--- src/rtl/lazy_job_controller.sv ---
// Job-level controller for the lazy match/summary pipeline: issues one window request
// at a time, turns each summary into a sequence and carries match overlap into the next job.
module lazy_job_controller #(
  parameter int JOB_LEN         = 64,
  parameter int JOB_LEN_LOG2    = 6,
  parameter int LAZY_LEN        = 4,
  parameter int MATCH_LEN_WIDTH = 8,
  parameter int SEQ_OFFSET_BITS = 16,
  parameter int SEQ_LL_BITS     = 16,
  parameter int SEQ_ML_BITS     = 16
) (
  input  logic                       clk,
  input  logic                       rst,
  input  logic                       i_job_valid,
  output logic                       o_job_ready,
  input  logic                       i_job_delim,
  output logic                       o_req_valid,
  input  logic                       i_req_ready,
  output logic [JOB_LEN_LOG2-1:0]    o_req_match_head_ptr,
  output logic [JOB_LEN_LOG2-1:0]    o_req_seq_head_ptr,
  output logic                       o_req_delim,
  input  logic                       i_summary_done,
  input  logic [JOB_LEN_LOG2-1:0]    i_summary_seq_head_ptr,
  input  logic [SEQ_LL_BITS-1:0]     i_summary_ll,
  input  logic [SEQ_ML_BITS-1:0]     i_summary_ml,
  input  logic [SEQ_OFFSET_BITS-1:0] i_summary_offset,
  input  logic                       i_summary_eoj,
  input  logic [SEQ_ML_BITS-1:0]     i_summary_overlap_len,
  input  logic                       i_summary_move_to_next_job,
  input  logic [JOB_LEN_LOG2-1:0]    i_summary_move_forward,
  output logic                       o_seq_valid,
  input  logic                       i_seq_ready,
  output logic [SEQ_LL_BITS-1:0]     o_seq_ll,
  output logic [SEQ_ML_BITS-1:0]     o_seq_ml,
  output logic [SEQ_OFFSET_BITS-1:0] o_seq_offset,
  output logic                       o_seq_eoj,
  output logic                       o_seq_delim,
  output logic                       o_busy
);

  typedef enum logic [2:0] {
    ST_IDLE  = 3'd0,
    ST_ISSUE = 3'd1,
    ST_WAIT  = 3'd2,
    ST_EMIT  = 3'd3,
    ST_SKIP  = 3'd4
  } state_t;

  localparam int HEAD_SUM_W = JOB_LEN_LOG2 + 1;
  localparam int LAZY_SUM_W = MATCH_LEN_WIDTH + 1;

  state_t                       state_r, state_nxt_s;
  logic [JOB_LEN_LOG2-1:0]      seq_head_r, seq_head_nxt_s;
  logic [JOB_LEN_LOG2-1:0]      match_head_r, match_head_nxt_s;
  logic [SEQ_ML_BITS-1:0]       overlap_r, overlap_nxt_s;
  logic                         delim_r, delim_nxt_s;
  logic                         ret_issue_r, ret_issue_nxt_s;
  logic                         req_valid_r, req_valid_nxt_s;
  logic                         seq_valid_r, seq_valid_nxt_s;
  logic                         job_ready_r, busy_r;
  logic [SEQ_LL_BITS-1:0]       seq_ll_r, seq_ll_nxt_s;
  logic [SEQ_ML_BITS-1:0]       seq_ml_r, seq_ml_nxt_s;
  logic [SEQ_OFFSET_BITS-1:0]   seq_offset_r, seq_offset_nxt_s;
  logic                         seq_eoj_r, seq_eoj_nxt_s;
  logic                         seq_delim_r, seq_delim_nxt_s;

  logic [HEAD_SUM_W-1:0]        head_sum_s;
  logic [LAZY_SUM_W-1:0]        lazy_sum_s;
  logic                         lazy_fits_s;
  logic                         overlap_skip_s;
  logic                         no_match_s;
  logic                         unused_s;

  // Head arithmetic is one bit wider so window and advance overflow stay visible.
  assign head_sum_s     = HEAD_SUM_W'(seq_head_r) + HEAD_SUM_W'(i_summary_move_forward);
  assign lazy_sum_s     = LAZY_SUM_W'(match_head_r) + LAZY_SUM_W'(LAZY_LEN);
  assign lazy_fits_s    = (lazy_sum_s < LAZY_SUM_W'(JOB_LEN));
  assign overlap_skip_s = (overlap_r >= SEQ_ML_BITS'(JOB_LEN));
  assign no_match_s     = (i_summary_ml == {SEQ_ML_BITS{1'b0}}) && !i_summary_eoj;
  // The echoed head is only cross-checked outside the design.
  assign unused_s       = ^{i_summary_seq_head_ptr, head_sum_s[JOB_LEN_LOG2]};

  assign o_job_ready          = job_ready_r;
  assign o_busy               = busy_r;
  assign o_req_valid          = req_valid_r;
  assign o_req_seq_head_ptr   = seq_head_r;
  assign o_req_match_head_ptr = match_head_r;
  assign o_req_delim          = delim_r;
  assign o_seq_valid          = seq_valid_r;
  assign o_seq_ll             = seq_ll_r;
  assign o_seq_ml             = seq_ml_r;
  assign o_seq_offset         = seq_offset_r;
  assign o_seq_eoj            = seq_eoj_r;
  assign o_seq_delim          = seq_delim_r;

  // Next-state, pointer, overlap and output-register values.
  always_comb begin
    state_nxt_s      = state_r;
    seq_head_nxt_s   = seq_head_r;
    match_head_nxt_s = match_head_r;
    overlap_nxt_s    = overlap_r;
    delim_nxt_s      = delim_r;
    ret_issue_nxt_s  = ret_issue_r;
    req_valid_nxt_s  = req_valid_r;
    seq_valid_nxt_s  = seq_valid_r;
    seq_ll_nxt_s     = seq_ll_r;
    seq_ml_nxt_s     = seq_ml_r;
    seq_offset_nxt_s = seq_offset_r;
    seq_eoj_nxt_s    = seq_eoj_r;
    seq_delim_nxt_s  = seq_delim_r;
    case (state_r)
      ST_IDLE: begin
        if (i_job_valid) begin
          delim_nxt_s = i_job_delim;
          if (overlap_skip_s) begin
            state_nxt_s = ST_SKIP;
          end else begin
            seq_head_nxt_s   = overlap_r[JOB_LEN_LOG2-1:0];
            match_head_nxt_s = overlap_r[JOB_LEN_LOG2-1:0];
            overlap_nxt_s    = {SEQ_ML_BITS{1'b0}};
            req_valid_nxt_s  = 1'b1;
            state_nxt_s      = ST_ISSUE;
          end
        end else begin
          state_nxt_s = ST_IDLE;
        end
      end
      ST_ISSUE: begin
        if (i_req_ready) begin
          req_valid_nxt_s = 1'b0;
          state_nxt_s     = ST_WAIT;
        end else begin
          state_nxt_s = ST_ISSUE;
        end
      end
      ST_WAIT: begin
        if (i_summary_done) begin
          if (no_match_s) begin
            if (lazy_fits_s) begin
              // Slide the window; the sequence start stays put.
              match_head_nxt_s = lazy_sum_s[JOB_LEN_LOG2-1:0];
              req_valid_nxt_s  = 1'b1;
              state_nxt_s      = ST_ISSUE;
            end else begin
              seq_ll_nxt_s     = SEQ_LL_BITS'(JOB_LEN) - SEQ_LL_BITS'(seq_head_r);
              seq_ml_nxt_s     = {SEQ_ML_BITS{1'b0}};
              seq_offset_nxt_s = {SEQ_OFFSET_BITS{1'b0}};
              seq_eoj_nxt_s    = 1'b1;
              seq_delim_nxt_s  = delim_r;
              overlap_nxt_s    = {SEQ_ML_BITS{1'b0}};
              ret_issue_nxt_s  = 1'b0;
              seq_valid_nxt_s  = 1'b1;
              state_nxt_s      = ST_EMIT;
            end
          end else if (i_summary_move_to_next_job) begin
            seq_ll_nxt_s     = i_summary_ll;
            seq_ml_nxt_s     = i_summary_ml;
            seq_offset_nxt_s = i_summary_offset;
            seq_eoj_nxt_s    = 1'b1;
            seq_delim_nxt_s  = delim_r;
            // A match never runs across a block boundary.
            overlap_nxt_s    = delim_r ? {SEQ_ML_BITS{1'b0}} : i_summary_overlap_len;
            ret_issue_nxt_s  = 1'b0;
            seq_valid_nxt_s  = 1'b1;
            state_nxt_s      = ST_EMIT;
          end else begin
            seq_ll_nxt_s     = i_summary_ll;
            seq_ml_nxt_s     = i_summary_ml;
            seq_offset_nxt_s = i_summary_offset;
            seq_eoj_nxt_s    = 1'b0;
            seq_delim_nxt_s  = 1'b0;
            seq_head_nxt_s   = head_sum_s[JOB_LEN_LOG2-1:0];
            match_head_nxt_s = head_sum_s[JOB_LEN_LOG2-1:0];
            ret_issue_nxt_s  = 1'b1;
            seq_valid_nxt_s  = 1'b1;
            state_nxt_s      = ST_EMIT;
          end
        end else begin
          state_nxt_s = ST_WAIT;
        end
      end
      ST_EMIT: begin
        if (i_seq_ready) begin
          seq_valid_nxt_s = 1'b0;
          if (ret_issue_r) begin
            req_valid_nxt_s = 1'b1;
            state_nxt_s     = ST_ISSUE;
          end else begin
            state_nxt_s = ST_IDLE;
          end
        end else begin
          state_nxt_s = ST_EMIT;
        end
      end
      ST_SKIP: begin
        seq_ll_nxt_s     = {SEQ_LL_BITS{1'b0}};
        seq_ml_nxt_s     = {SEQ_ML_BITS{1'b0}};
        seq_offset_nxt_s = {SEQ_OFFSET_BITS{1'b0}};
        seq_eoj_nxt_s    = 1'b1;
        seq_delim_nxt_s  = delim_r;
        overlap_nxt_s    = delim_r ? {SEQ_ML_BITS{1'b0}} : (overlap_r - SEQ_ML_BITS'(JOB_LEN));
        ret_issue_nxt_s  = 1'b0;
        seq_valid_nxt_s  = 1'b1;
        state_nxt_s      = ST_EMIT;
      end
      default: begin
        req_valid_nxt_s = 1'b0;
        seq_valid_nxt_s = 1'b0;
        state_nxt_s     = ST_IDLE;
      end
    endcase
  end

  // State, pointer and output registers with synchronous reset.
  always_ff @(posedge clk) begin
    if (rst) begin
      state_r      <= ST_IDLE;
      seq_head_r   <= {JOB_LEN_LOG2{1'b0}};
      match_head_r <= {JOB_LEN_LOG2{1'b0}};
      overlap_r    <= {SEQ_ML_BITS{1'b0}};
      delim_r      <= 1'b0;
      ret_issue_r  <= 1'b0;
      req_valid_r  <= 1'b0;
      seq_valid_r  <= 1'b0;
      job_ready_r  <= 1'b1;
      busy_r       <= 1'b0;
      seq_ll_r     <= {SEQ_LL_BITS{1'b0}};
      seq_ml_r     <= {SEQ_ML_BITS{1'b0}};
      seq_offset_r <= {SEQ_OFFSET_BITS{1'b0}};
      seq_eoj_r    <= 1'b0;
      seq_delim_r  <= 1'b0;
    end else begin
      state_r      <= state_nxt_s;
      seq_head_r   <= seq_head_nxt_s;
      match_head_r <= match_head_nxt_s;
      overlap_r    <= overlap_nxt_s;
      delim_r      <= delim_nxt_s;
      ret_issue_r  <= ret_issue_nxt_s;
      req_valid_r  <= req_valid_nxt_s;
      seq_valid_r  <= seq_valid_nxt_s;
      job_ready_r  <= (state_nxt_s == ST_IDLE);
      busy_r       <= (state_nxt_s != ST_IDLE);
      seq_ll_r     <= seq_ll_nxt_s;
      seq_ml_r     <= seq_ml_nxt_s;
      seq_offset_r <= seq_offset_nxt_s;
      seq_eoj_r    <= seq_eoj_nxt_s;
      seq_delim_r  <= seq_delim_nxt_s;
    end
  end

endmodule

--- config.mk ---
export PLATFORM = sky130hd
export DESIGN_NAME = lazy_job_controller
export DESIGN_NICKNAME = d
export VERILOG_FILES = /design/src/rtl/lazy_job_controller.sv
export SDC_FILE = /design/constraint.sdc
export NUM_CORES = 1
export LEC_CHECK = 0
export CAP_MARGIN = 10
export CORE_MARGIN = 2
export CORE_UTILIZATION = 43
export CTS_BUF_LIST = sky130_fd_sc_hd__clkbuf_4 sky130_fd_sc_hd__clkbuf_8
export DETAILED_ROUTE_END_ITERATION = 16
export PLACE_DENSITY = 0.89
export SYNTH_ARGS = -nofsm -noshare
export SYNTH_HDL_FRONTEND = slang
export SYNTH_SLANG_ARGS = --single-unit
--- constraint.sdc ---
create_clock -name clk -period 2.1 [get_ports clk]
set_input_delay 0.315 -clock clk [delete_from_list [all_inputs] [get_ports clk]]
set_output_delay 0.315 -clock clk [all_outputs]
set_load 0.02 [all_outputs]
==> results of run 1 <==
-- worst reg2reg max path: stages, from the launching register on --
cell      delay [ps]
dfxtp_2          330
inv_2             70
ha_4             110
or4b_4           460
o211ai_4         220
o22ai_2          120
a211oi_4         330
buf_4            190
buf_6            110
a22oi_2           70
nor2_1           110
-- state kept, by name (all words and copies together) (netlist names) --
signal / cells
o_seq_eoj: 1
o_seq_delim: 1
state_r: 3
o_req_valid: 1
o_req_delim: 1
o_req_seq_head_ptr: 6
o_seq_offset: 16
o_job_ready: 1
o_seq_ml: 16
o_seq_ll: 16
o_seq_valid: 1
o_req_match_head_ptr: 6
ret_issue_r: 1
overlap_r: 16
o_busy: 1
-- area by class of cell --
type	instances	share of cell area
repair buffers	235	0.329
inverters	15	0.00818
flip-flops and latches	87	0.243
well taps	136	0.0237
clock buffers	12	0.0221
clock inverters	4	0.0106
multi-input cells	390	0.364
-- stage by stage --
stage | hold WS (ps) | setup slack [ps] | cells | power, uW
after floorplan | 443 | 13.4 | 529 | 4990
after global placement | 437 | -472 | 841 | 6470
after detailed placement | 445 | -517 | 841 | 6630
after CTS | 320 | -49.9 | 869 | 8610
after global routing | 295 | -145 | 879 | 9600
final | 285 | -95.8 | 879 | 9250
-- path summary, 6_finish.rpt --
path	startpoint	end	slack (ps)
hold / removal	i_summary_ml[10]	o_seq_ml[10]	290
hold reg to reg	o_seq_ml[11]	o_seq_ml[11]	460
setup / recovery	overlap_r[7]	overlap_r[8]	-100
setup reg to reg	overlap_r[7]	overlap_r[8]	-100
-- cells in the final DEF, fill, tap and decap left out, types with 4 or more instances in the layout --
cell / netlist / layout
xnor2_1: 12 / 12
nand3_1: 55 / 53
dlymetal6s2s_1: 0 / 6
nor3b_1: 6 / 5
clkdlybuf4s50_1: 0 / 136
or3_1: 5 / 5
a22oi_1: 6 / 4
xor2_1: 5 / 5
mux2_2: 6 / 6
a211oi_1: 6 / 5
clkbuf_16: 0 / 4
o21ai_0: 11 / 9
ha_1: 9 / 7
mux2i_1: 10 / 10
dfxtp_2: 0 / 4
a21oi_2: 2 / 5
inv_1: 15 / 13
a221oi_1: 6 / 5
clkbuf_8: 3 / 11
nand2b_1: 5 / 4
dfxtp_1: 87 / 83
nor2_1: 26 / 24
a21oi_1: 66 / 63
buf_12: 0 / 7
nor3_1: 10 / 8
nand2_1: 75 / 73
o21a_1: 5 / 5
buf_4: 0 / 68
buf_6: 3 / 9
-- logic make-up after synthesis --
| family | Yosys count | share of synthesized area |
|---|---|---|
| mux | 16 | 0.0379 |
| compound gates | 136 | 0.204 |
| xor+xnor | 17 | 0.0337 |
| flops | 87 | 0.394 |
| simple gates | 211 | 0.233 |
| fa+ha+maj | 10 | 0.0300 |
| buf+inv | 52 | 0.0679 |
-- power groups by stage --
stage          Combinational [uW]  Sequential [uW]  Clock (uW)
6_report                     5510             2350        1390
5_1_grt                      5770             2380        1460
4_1_cts                      4910             2320        1380
3_5_place_dp                 4280             2340           0
3_3_place_gp                 4140             2320           0
2_1_floorplan                2350             2650           0
-- layer usage --
| layer | global-route usage | up-vias | wire length [um] |
|---|---|---|---|
| met2 | 0.500 | 300 | 8600 |
| li1 | - | 2292 | - |
| met4 | 0.118 | 0 | 717 |
| met5 | 0 | - | 0 |
| met1 | 0.331 | 2445 | 6640 |
| met3 | 0.0421 | 75 | 1200 |
-- timing repair --
item / CTS / global route
gates resized for setup: 40 / 30
endpoints found under the setup margin: 75 / 81
buffers inserted: 9 / 5
hold buffers: 0 / 0
cloned: 4 / 5
pin swaps: 15 / 8
==> results.yml, run 1 <==
grt:
  grt_pass1_wl_um: 24800
  grt_usage: 0.280
  grt_max_degree: 53
  grt_pass1_vias: 4993
  antenna_found_initial: 0
  gr-total-overflow: 0
route:
  route.detailed.drc: 0
  num_vias: 5112
  avgViaCountPerCell: 5.82
  dr.pass1.iters: 6
  drt_wl_total_um: 17200
  ant_nets: 0
  wl_per_cell_um: 19.5
  drt_iter0_markers: 590
floorplan:
  start_util: 0.436
  io_pins: 152
  die_area_sq_um: 11100
  row_count: 37
  core-area_sq_um: 10100
  die_y_um: 105
  die_w_um: 105
power_and_ir_drop:
  clkPwrFrac: 0.150
  power.density_nw_per_um2: 1290
  sw_frac_of_total: 0.403
  pwr-share-comb: 0.596
  p_seq_frac: 0.254
  p_leak_uw: 0.00273
  vdd_drop_max_v: 0.000780
  cell_internal_pwr_uw: 5520
  p_sw_uw: 3730
clock_network:
  cts_inserted_buffers: 9
  clk_latency_ps: 370
  cts_root_buffer: "clkbuf_8"
  cts_tree: "yes"
  cts_max_path_buffers: 2
  cts.htree.levels: 3
  cts_num_sinks: 87
  path_clk_slew_ps: 90
synth:
  syn_area_per_cell_sq_um: 8.36
  ys_ff_latch: 87
  async_flop_share: 0
  yosys-top-cells-count: "dfxtp_1 (87), nand2_1 (75), a21oi_1 (66)"
  seq_area_frac_synth: 0.394
  synth_warnings: 0
  syn-num-nets: 624
  synth_top_area_frac: 0.394
  syn_inst: 529
  ys_types: 72
  synth_top_area_cell: "dfxtp_1"
  syn_area_sq_um: 4420
  synth_most_common_cell: "dfxtp_1"
  ys.flop_type: "dfxtp_1"
  synthTopCellsByArea: "dfxtp_1 (39%), a21oi_1 (7.5%), nand2_1 (6.4%), nand3_1 (6.2%), ha_1 (2.5%)"
  synth_edf_count: 0
worst_setup_path:
  start_kind: "register"
  cp-end-kind: "register"
  critical_path_class: "register to register"
  slowest_stage: "or4b_4"
  cp_num_cells: 10
  critPathArrivalTime_ps: 2500
  critPathTopFamily: "compound AO/OA/AOI/OAI gates"
  crit_fanout: 4
  critPathMaxStageDelay_ps: 460
  critPathRequiredTime_ps: 2400
  crit_buf_inv: 3
  worstRegToRegCells: 10
  worstPathCellList: "inv_2, ha_4, or4b_4, o211ai_4, o22ai_2, a211oi_4, buf_4, buf_6, a22oi_2, nor2_1"
final_layout:
  design_area_sq_um: 7190
  drive_gt1_frac: 0.230
  seq_area_sq_um: 1750
  fin_nets: 833
  n_antenna_cell: 0
  fillers: 706
  final_util: 0.709
  multi_input_comb_area_sq_um: 2620
  syn2layout_area_growth_pct: 62.6
placed_design:
  post-dp-hpwl_um: 11100
  port_buffers: 145
  gp_congestion: 0.923
  dpl_cell_area_sq_um: 6370
run_status:
  violations: "setup timing"
  status: "finished with violations"
sta:
  fmax_ghz: 0.455
  setup_viol: 26
  period_needed_ps: 2200
  hold_viol_final: 0
  grt_setup_unrepaired: "true"
  relSlewSlack: 0.615
  period_share: 1.05
  tightest_slew_ps: 577
  fin_skew_ps: 8.15
  fin_tns_setup_ps: -1180
  maxSlewViolCount: 0
  layout_setup_ws_ps: -95.8
run:
  cap_violations: 0
hold_path:
  min_delay_path_depth: 3
  min_path_type: "primary input to register"
No activity file was read; power rests on OpenSTA's default activity.
==> inputs of run 2 (changes only) <==
--- a/config.mk
+++ b/config.mk
@@ -7,10 +7,11 @@
 export LEC_CHECK = 0
 export CAP_MARGIN = 10
 export CORE_MARGIN = 2
-export CORE_UTILIZATION = 43
+export CORE_UTILIZATION = 33
 export CTS_BUF_LIST = sky130_fd_sc_hd__clkbuf_4 sky130_fd_sc_hd__clkbuf_8
 export DETAILED_ROUTE_END_ITERATION = 16
-export PLACE_DENSITY = 0.89
+export PLACE_DENSITY = 0.73
+export SLEW_MARGIN = 20
 export SYNTH_ARGS = -nofsm -noshare
 export SYNTH_HDL_FRONTEND = slang
 export SYNTH_SLANG_ARGS = --single-unit
==> results.yml, run 2 (synthesis results as in run 1) <==
run_status:
  status: "finished with violations"
  violations: "setup timing"
floorplan:
  die_area_sq_um: 14300
  die_w_um: 120
  core-area_sq_um: 13200
  io_pins: 152
  start_util: 0.335
  die_y_um: 120
  row_count: 42
route:
  dr.pass1.iters: 5
  wl_per_cell_um: 17.2
  drt_wl_total_um: 15800
  num_vias: 4774
  drt_iter0_markers: 193
  route.detailed.drc: 0
  avgViaCountPerCell: 5.18
  ant_nets: 0
clock_network:
  cts.htree.levels: 3
  clk_latency_ps: 370
  cts_hold_buf: 0
  cts_num_sinks: 87
  cts_inserted_buffers: 9
  cts_tree: "yes"
  path_clk_slew_ps: 100
  cts_max_path_buffers: 2
  cts_root_buffer: "clkbuf_8"
final_layout:
  final_cell_mix: "clkdlybuf4s50_1 (136), dfxtp_1 (84), nand2_1 (75), buf_4 (72), a21oi_1 (61)"
  final_common_cell: "clkdlybuf4s50_1"
  fillers: 1133
  n_antenna_cell: 0
  syn2layout_area_growth_pct: 63.4
  fin_nets: 836
  final_util: 0.548
  design_area_sq_um: 7230
  drive_gt1_frac: 0.238
sta:
  period_share: 1.06
  grt_setup_unrepaired: "true"
  tightest_slew_ps: 650
  relSlewSlack: 0.567
  setup_viol: 29
  fin_skew_ps: 13.4
  hold_viol_final: 0
  fmax_ghz: 0.448
  maxSlewViolCount: 0
  layout_setup_ws_ps: -132
  period_needed_ps: 2230
grt:
  gr-total-overflow: 0
  grt_pass1_vias: 4749
  grt_pass1_wl_um: 24100
  grt_max_degree: 59
  antenna_found_initial: 0
  grt_usage: 0.211
worst_setup_path:
  cp-end-kind: "register"
  crit_fanout: 5
  critPathArrivalTime_ps: 2490
  critical_path_class: "register to register"
  critPathRequiredTime_ps: 2360
  start_kind: "register"
placed_design:
  gp_congestion: 0.965
  dpl_cell_area_sq_um: 6470
  port_buffers: 145
  post-dp-hpwl_um: 10900
run:
  cap_violations: 0
hold_path:
  min_path_type: "primary input to register"
power_and_ir_drop:
  p_leak_uw: 0.00274
  vdd_drop_max_v: 0.000584
  power.density_nw_per_um2: 1210
[run 2: area by class of cell]
type	instances	area (sq um)	share of cell area
multi-input combinational	391	2660	0.367
timing repair buffer	237	2330	0.322
sequential	87	1750	0.242
tap	176	220	0.0305
clock buffer	9	124	0.0171
clock inverter	6	92.6	0.0128
inverter	15	58.8	0.00814
[run 2: metrics by stage]
step	power [uW]	hold WS (ps)	std cells	setup slack, ps	setup TNS [ps]
3_3_place_gp	6500	438	886	-434	-29930
2_1_floorplan	4990	443	529	13.4	0
3_5_place_dp	6620	446	886	-498	-35450
4_1_cts	8380	323	912	-91.2	-1090
5_1_grt	9280	277	921	-182	-5040
6_report	8780	287	921	-132	-1720
[run 2: path summary, 6_finish.rpt]
kind	startpoint	end	slack (ps)	cells past startpoint
max	overlap_r[6]	o_req_seq_head_ptr[2]	-130	10
min	i_summary_ml[12]	o_seq_ml[12]	290	3
max reg2reg	overlap_r[6]	o_req_seq_head_ptr[2]	-130	10
min reg2reg	o_seq_ll[13]	o_seq_ll[13]	460	2
[run 2: report_power, final]
| part | total [uW] | switching, uW | internal [uW] |
|---|---|---|---|
| clock network | 1330 | 658 | 672 |
| registers | 2310 | 272 | 2030 |
| logic | 5140 | 2610 | 2530 |
[run 2: what timing repair did]
| action | 4_1_cts | 5_1_grt |
|---|---|---|
| buffers inserted | 9 | 7 |
| gates cloned | 2 | 4 |
| gates resized for setup | 34 | 43 |
| setup endpoints to repair | 81 | 82 |
| pin swaps | 13 | 18 |
[run 2: critical path, cell delays in order (launching register included)]
cell and delay [ps]:
dfxtp_4 370, buf_6 120, inv_4 60, ha_4 130, and2b_2 180, o211ai_4 90
buf_6 140, or4_4 470, a21oi_4 260, mux2i_1 240, nor2_1 60
[run 2: routing by layer]
| metal | wire [um] | up-vias | global-route usage |
|---|---|---|---|
| met4 | 445 | 0 | 0.0949 |
| met5 | 0 | - | 0 |
| met2 | 7720 | 177 | 0.346 |
| li1 | - | 2298 | - |
| met1 | 6630 | 2272 | 0.265 |
| met3 | 1020 | 27 | 0.0452 |
